<file path="src/rtl/fetcher_if.sv">
// Fetcher-side bus bundle: instruction-cache request/response and the
// presented-instruction handshake towards the decoder.
interface fetcher_if;
  logic        ic_req_valid;
  logic [31:0] ic_req_addr;
  logic        ic_resp_valid;
  logic [31:0] ic_resp_data;
  logic        inst_valid;
  logic [31:0] inst_addr;
  logic [31:0] inst_data;
  logic [31:0] f_next_pc;
  logic        f_ok;

  modport master (
    output ic_req_valid, ic_req_addr,
    input  ic_resp_valid, ic_resp_data,
    output inst_valid, inst_addr, inst_data,
    input  f_next_pc, f_ok
  );

  modport slave (
    input  ic_req_valid, ic_req_addr,
    output ic_resp_valid, ic_resp_data,
    input  inst_valid, inst_addr, inst_data,
    output f_next_pc, f_ok
  );
endinterface

</file>
<file path="src/rtl/fetcher.sv">
// Single-outstanding instruction fetcher: requests one word at pc, presents it
// to the decoder until accepted, and drops responses made stale by a flush.
module fetcher #(
  parameter logic [31:0] RESET_PC = 32'h0000_0000
) (
  input  logic        clk_in,
  input  logic        rst_in,
  input  logic        rdy_in,
  input  logic        rob_clear,
  input  logic [31:0] rob_clear_pc,
  fetcher_if.master   bus
);

  typedef enum logic [1:0] {FETCH, WAIT, HOLD, FLUSH} state_t;

  state_t      state_q, state_d;
  logic [31:0] pc_q, pc_d;
  logic        req_valid_q, req_valid_d;
  logic [31:0] req_addr_q, req_addr_d;
  logic        inst_valid_q, inst_valid_d;
  logic [31:0] inst_addr_q, inst_addr_d;
  logic [31:0] inst_data_q, inst_data_d;
  logic        resp_take;

  // A response is only consumed while the pipeline runs; during a pause the
  // cache keeps presenting it, even if a flush arrives meanwhile.
  assign resp_take = bus.ic_resp_valid & rdy_in;

  always_comb begin
    // NOTE: every next value defaults to the current one first, so no path infers a latch.
    state_d      = state_q;
    pc_d         = pc_q;
    req_valid_d  = req_valid_q;
    req_addr_d   = req_addr_q;
    inst_valid_d = inst_valid_q;
    inst_addr_d  = inst_addr_q;
    inst_data_d  = inst_data_q;

    if (rob_clear) begin
      pc_d         = rob_clear_pc;
      inst_valid_d = 1'b0;
      unique case (state_q)
        FETCH, HOLD: state_d = FETCH;
        WAIT, FLUSH: begin
          if (resp_take) begin
            req_valid_d = 1'b0;
            state_d     = FETCH;
          end else begin
            state_d     = FLUSH;
          end
        end
      endcase
    end else if (rdy_in) begin
      unique case (state_q)
        FETCH: begin
          req_valid_d = 1'b1;
          req_addr_d  = pc_q;
          state_d     = WAIT;
        end
        WAIT: begin
          if (resp_take) begin
            req_valid_d  = 1'b0;
            inst_valid_d = 1'b1;
            inst_addr_d  = pc_q;
            inst_data_d  = bus.ic_resp_data;
            state_d      = HOLD;
          end
        end
        HOLD: begin
          if (bus.f_ok) begin
            inst_valid_d = 1'b0;
            pc_d         = bus.f_next_pc;
            state_d      = FETCH;
          end
        end
        FLUSH: begin
          // The in-flight word belongs to the abandoned path; retire it unseen.
          if (resp_take) begin
            req_valid_d = 1'b0;
            state_d     = FETCH;
          end
        end
      endcase
    end
  end

  always_ff @(posedge clk_in or negedge rst_in) begin
    if (!rst_in) begin
      state_q      <= FETCH;
      pc_q         <= RESET_PC;
      req_valid_q  <= 1'b0;
      req_addr_q   <= '0;
      inst_valid_q <= 1'b0;
      inst_addr_q  <= '0;
      inst_data_q  <= '0;
    end else begin
      // NOTE: non-blocking updates so every register sees pre-edge values of the others.
      state_q      <= state_d;
      pc_q         <= pc_d;
      req_valid_q  <= req_valid_d;
      req_addr_q   <= req_addr_d;
      inst_valid_q <= inst_valid_d;
      inst_addr_q  <= inst_addr_d;
      inst_data_q  <= inst_data_d;
    end
  end

  assign bus.ic_req_valid = req_valid_q;
  assign bus.ic_req_addr  = req_addr_q;
  assign bus.inst_valid   = inst_valid_q;
  assign bus.inst_addr    = inst_addr_q;
  assign bus.inst_data    = inst_data_q;

endmodule

</file>
<file path="src/flat_wrapper.sv">
// flat-port wrapper written by rule: the top's interface ports become plain ports
module fetcher_flat 
#(
  parameter logic [31:0] RESET_PC = 32'h0000_0000
)
  (clk_in, rst_in, rdy_in, rob_clear, rob_clear_pc, bus_ic_req_valid, bus_ic_req_addr, bus_ic_resp_valid, bus_ic_resp_data, bus_inst_valid, bus_inst_addr, bus_inst_data, bus_f_next_pc, bus_f_ok);
  fetcher_if bus_i ();
  input  logic clk_in;
  input  logic rst_in;
  input  logic rdy_in;
  input  logic rob_clear;
  input  logic [31:0] rob_clear_pc;
  output wire logic [$bits(bus_i.ic_req_valid)-1:0] bus_ic_req_valid;
  output wire logic [$bits(bus_i.ic_req_addr)-1:0] bus_ic_req_addr;
  input wire logic [$bits(bus_i.ic_resp_valid)-1:0] bus_ic_resp_valid;
  input wire logic [$bits(bus_i.ic_resp_data)-1:0] bus_ic_resp_data;
  output wire logic [$bits(bus_i.inst_valid)-1:0] bus_inst_valid;
  output wire logic [$bits(bus_i.inst_addr)-1:0] bus_inst_addr;
  output wire logic [$bits(bus_i.inst_data)-1:0] bus_inst_data;
  input wire logic [$bits(bus_i.f_next_pc)-1:0] bus_f_next_pc;
  input wire logic [$bits(bus_i.f_ok)-1:0] bus_f_ok;
  assign bus_ic_req_valid = bus_i.ic_req_valid;
  assign bus_ic_req_addr = bus_i.ic_req_addr;
  assign bus_i.ic_resp_valid = bus_ic_resp_valid;
  assign bus_i.ic_resp_data = bus_ic_resp_data;
  assign bus_inst_valid = bus_i.inst_valid;
  assign bus_inst_addr = bus_i.inst_addr;
  assign bus_inst_data = bus_i.inst_data;
  assign bus_i.f_next_pc = bus_f_next_pc;
  assign bus_i.f_ok = bus_f_ok;
  fetcher #(.RESET_PC(RESET_PC)) u_core (.clk_in(clk_in), .rst_in(rst_in), .rdy_in(rdy_in), .rob_clear(rob_clear), .rob_clear_pc(rob_clear_pc), .bus(bus_i));
endmodule
</file>
<file path="config.mk">
export PLATFORM = sky130hd
export DESIGN_NAME = fetcher_flat
export DESIGN_NICKNAME = d
export VERILOG_FILES = /design/src/rtl/fetcher_if.sv /design/src/rtl/fetcher.sv /design/src/flat_wrapper.sv
export SDC_FILE = /design/constraint.sdc
export NUM_CORES = 1
export LEC_CHECK = 0
export BUFFER_PORTS_ARGS = -buffer_cell sky130_fd_sc_hd__buf_2
export CAP_MARGIN = 20
export CORE_MARGIN = 2
export CORE_UTILIZATION = 54
export DETAILED_ROUTE_END_ITERATION = 7
export PLACE_DENSITY = 0.91
export SLEW_MARGIN = 20
export SYNTH_ARGS = -nofsm -noshare
export SYNTH_HDL_FRONTEND = slang
export SYNTH_SLANG_ARGS = --single-unit
</file>
<file path="constraint.sdc">
create_clock -name clk_in -period 4 [get_ports clk_in]
set_input_delay 0.6 -clock clk_in [delete_from_list [all_inputs] [get_ports clk_in]]
set_output_delay 0.6 -clock clk_in [all_outputs]
set_load 0.02 [all_outputs]
</file>
### Word-level counts from Yosys, hierarchy flattened

Cells that the tools add are included.

* output and inout bits: 98
* register bits after elaboration: 132

* bitwise operators: 2
* equal/unequal tests: 8
* muxes and demuxes: 22
* reduce and logical (&&, ||, !) cells: 13

Operators with widths (number)
* 32-bit 2-to-1 mux: 4
* 2-bit 2-to-1 mux: 6
* 4-bit AND reduction: 3
* 3-bit by 2-bit != test with 1-bit output (second input constant): 3
* 3-bit AND reduction: 3
* 1-bit 2-to-1 mux: 8
* 2-bit one-hot mux with 4 select lines: 1
* 2-bit nonzero test: 3
* 2-bit == test (second input constant): 2
* 1-bit one-hot mux with 2 select lines: 2
* 2-bit one-hot mux with 2 select lines: 1
* 2-bit OR reduction: 2
* 3-bit != test (second input constant): 1
* 3-bit nonzero test: 1
* 2-bit by 1-bit == test with 1-bit output (second input constant): 1
* 2-bit zero test: 1
* 2-bit != test (second input constant): 1
* 1-bit AND: 1
* 1-bit NOT: 1

### Depth between registers and ports, before layout

* depth after elaboration: 5
* mapped depth: 6
* mapped depth without buffers: 3

### Worst setup path before layout

Ideal clock, no wire load.

* path kind: input -> register
* start point: input rob_clear
* end point: register u_core.inst_addr_q[0], in the netlist u_core.bus.inst_addr[0]
* stages on the path: 6
* arrival time: 1.647 ns
* slack: 2.227 ns
* cells stage by stage: buf_6 nor2_4 and4_4 buf_12 buf_12 mux2_4

* word-level cells in the longest chain between the ends: 2

RTL lines
* from (decl): line flat_wrapper.sv:11 `input logic rob_clear;`
* 1-bit NOT (no source line)
* 4-bit AND reduction (no source line)
* to (signal assigned): line fetcher.sv:103 `inst_addr_q <= inst_addr_d;`
* to (decl): line fetcher.sv:21 `logic [31:0] inst_addr_q, inst_addr_d;`

No other way between the ends.
A chain may end at the register's enable or synchronous reset.

### Worst setup path in the final report

* start point: input rob_clear
* end point: register u_core.inst_data_q[31], in the netlist u_core.bus.inst_data[31]

* word-level cells in the longest chain between the ends: 2

RTL lines
* 1-bit NOT (no source line)
* 4-bit AND reduction (no source line)
* to (signal assigned): line fetcher.sv:104 `inst_data_q <= inst_data_d;`
* to (decl): line fetcher.sv:22 `logic [31:0] inst_data_q, inst_data_d;`

No other way between the ends.

==> flow_summary_export.csv <==
group,metric,value,unit
status,status,"finished, final reports clean",
yosys,yosysWarnings,0,
timing,slew_headroom,35.93,%
finish,syn2layout_area_growth,27.60,%
detailed_routing,drt-wirelength-per-cell,18.76,µm
yosys,synth_compound_area_share,1.143,%
cts,cts_htree_levels,4,
grt,grt_pass1_vias,3940,
power_and_ir_drop,clkPwrFrac,25.9,%
detailed_routing,remaining_drc_errors,0,
yosys,synthCells,328,
finish,drive_above_1_share,72.98,%
die,ios,200,
timing,tns,0,ns
cts,clock_sinks,132,
cts,ctsRootBufferMaster,"clkbuf_8",
power_and_ir_drop,swShare,34.05,%
timing,setup_viol,0,
cts,clock_latency,0.51,ns
die,die_area,11590,µm²
yosys,synthXorXnorAreaFrac,0,%
grt,grt_pass1_wl,20200,µm
grt,antenna_found_initial,0,
critical_path,critPathArrivalTime,2.69,ns
power_and_ir_drop,p_int,0.004000,W
critical_path,cp_slowest_stage_delay,0.62,ns
yosys,synth_area,5803,µm²
timing,min_period_over_period,57.46,%
placed_design,routabilityCongestion,0.7207,
cts,cts_tree,"yes",
critical_path,cp-endpoint,"u_core.bus.inst_data[31]",
yosys,async_flop_share,100.0,%
yosys,seq_area_frac_synth,56.92,%
critical_path,cp_cell_sequence,"buf_2, nor2_4, and4_4, buf_12, mux2_2",
detailed_routing,vias_per_cell,5.163,
critical_path,worstRegToRegCells,4,
critical_path,critical_path.endpoint_type,"flop",
timing,period_needed,2.298,ns
yosys,synth-adder-area-share,0,%
critical_path,reg2reg_to,"u_core.bus.inst_data[31]",
finish,fillCellCount,676,
critical_path,slowest_stage,"and4_4",
die,rows,37,
finish,final_common_cell,"buf_2",
die,die_y,107.7,µm
yosys,synth_top_family_by_area,"multiplexers",
power_and_ir_drop,p_per_area,819.1,nW/µm²
detailed_routing,finalWirelength,12760,µm
finish,diodes,0,
critical_path,path_class,"input port to flop",
timing,tightest_slew,0.9610,ns
power_and_ir_drop,seqPwrFrac,37.1,%
placed_design,io_buffers,199,
finish,final_cell_mix,"buf_2, dfrtp_1, mux2_4",
critical_path,worstSetupStartpoint,"rob_clear",
cts,post_cts_buffers,0,
timing,slew_viol_final,0,
placed_design,dp_hpwl,8528,µm
critical_path,cp-start-kind,"input port",
timing,rsz0062_at_grt,"false",
die,core_area,10370,µm²
yosys,syn_nets,430,
detailed_routing,drtAntennaViolNets,0,
yosys,synth_cell_types,23,
yosys,yosys.area_share.simple,0.9271,%
finish,fin_nets,633,
die,die-width,107.7,µm
critical_path,r2r_setup_slack,1.84,ns
timing,clock-skew-final,0.008075,ns
grt,grt_use_total,23.07,%
detailed_routing,drt_iter0_markers,144,
yosys,yosys_register_bits,132,
critical_path,r2r_start,"u_core.state_q[1]",
power_and_ir_drop,static-leakage-power,3.646,nW
yosys,synthMuxAreaShare,36.80,%
cts,cts_hold_buffers,0,
cts,clkTransAtPathRegs,0.06,ns
power_and_ir_drop,p_comb_share,37.0,%
power_and_ir_drop,max-vdd-ir-drop,0.4672,mV
yosys,synth_flop_cell,"dfrtp_1",
detailed_routing,dr.pass1.iters,4,
cts,cts_resized,0,
yosys,avgSynthCellArea,17.69,µm²
detailed_routing,num_vias,3511,
timing,holdWs,0.1749,ns
timing,hold_viol_final,0,
critical_path,crit_fanout,38,
power_and_ir_drop,switchingPower,0.002065,W
die,floorplan.initialDensity,55.96,%
hold_path,min_path_type,"input port to asynchronous set/reset pin",
cts,cts_buffers,17,
yosys,synth_edf_count,0,
critical_path,crit_required,4.39,ns
grt,grt-ovfl-total,0,
flow_run,maxCapViolations,0,
cts,max-clock-path-buffers,2,
timing,max_freq,0.4351,GHz
grt,grt_max_degree,70,
-- state kept, by name (all words and copies together), names as in the netlist --
name / cells
u_core.bus.inst_valid: 1
u_core.bus.ic_req_valid: 1
u_core.bus.inst_addr: 32
u_core.pc_q: 32
u_core.state_q: 2
u_core.bus.inst_data: 32
u_core.bus.ic_req_addr: 32
-- metal layers --
layer | routed length, µm | GRT usage (%)
met3 | 932 | 6.598
met1 | 5068 | 27.04
met4 | 176 | 7.875
met5 | 0 | 0
met2 | 6580 | 40.52
-- stage by stage --
step           instance area, µm²  power (W)  std cells  util (%)  worst slack [ns]
2_1_floorplan                5803   0.003736        328         -             2.227
3_3_place_gp                 6792   0.004419        648     65.49             1.260
3_5_place_dp                 6792   0.004504        648     65.49             1.166
4_1_cts                      7401   0.006111        680     71.37             1.715
5_1_grt                      7405   0.006357        680     71.40             1.616
6_report                     7405   0.006065        680     71.40             1.702
-- how the worst min path moves through the flow --
| stage | startpoint | slack [ns] | to | cells past startpoint |
|---|---|---|---|---|
| 5_1_grt | rst_in | 0.21 | u_core.bus.inst_addr[13] | 1 |
| 2_1_floorplan | rst_in | 0.30 | u_core.bus.ic_req_addr[0] | 0 |
| 4_1_cts | rst_in | 0.19 | u_core.bus.inst_data[21] | 1 |
| 3_3_place_gp | u_core.bus.inst_valid | 0.48 | u_core.bus.inst_valid | 1 |
| 6_report | rst_in | 0.17 | u_core.pc_q[15] | 1 |
| 3_5_place_dp | u_core.bus.inst_valid | 0.48 | u_core.bus.inst_valid | 1 |
-- synth_stat cells, drive strengths merged (2+ instances only) --
library cell / count / share of area [%]
mux2: 160 / 37
dfrtp: 132 / 57
buf: 17 / 4.1
a21oi: 2 / 0.17
nor2: 2 / 0.26
nor2b: 2 / 0.22
o21ai: 2 / 0.17
-- layout make-up --
type                            count  area, µm²  area share (%)
Tap cell                          136      170.2           2.298
Timing Repair Buffer              202       1046           14.13
Clock inverter                     11      150.1           2.028
Multi-Input combinational cell    177       2272           30.69
Sequential cell                   132       3303           44.61
Clock buffer                       21      459.2           6.201
Inverter                            1      3.754         0.05069
-- power by group through the flow --
stage / sequential [W] / clock, W / combinational, W
final: 0.00225 / 0.00157 / 0.00224
after global routing: 0.00232 / 0.00166 / 0.00238
after CTS: 0.00225 / 0.00159 / 0.00227
after detailed placement: 0.00225 / 0 / 0.00225
after global placement: 0.00222 / 0 / 0.00220
after floorplan: 0.00281 / 0 / 0.000922
-- cell families after synthesis --
| kind of cell | count (synthesis) |
|---|---|
| compound gates | 9 |
| buf+inv | 19 |
| flops | 132 |
| mux | 160 |
| simple gates | 8 |
-- worst max-delay path, delay by kind of cell --
| family | cells | cell delay [ns] |
|---|---|---|
| multiplexers | 1 | 0.38 |
| buffers and inverters | 2 | 0.78 |
| AND/OR/NAND/NOR | 2 | 0.88 |
No activity file was read; power rests on OpenSTA's default activity.
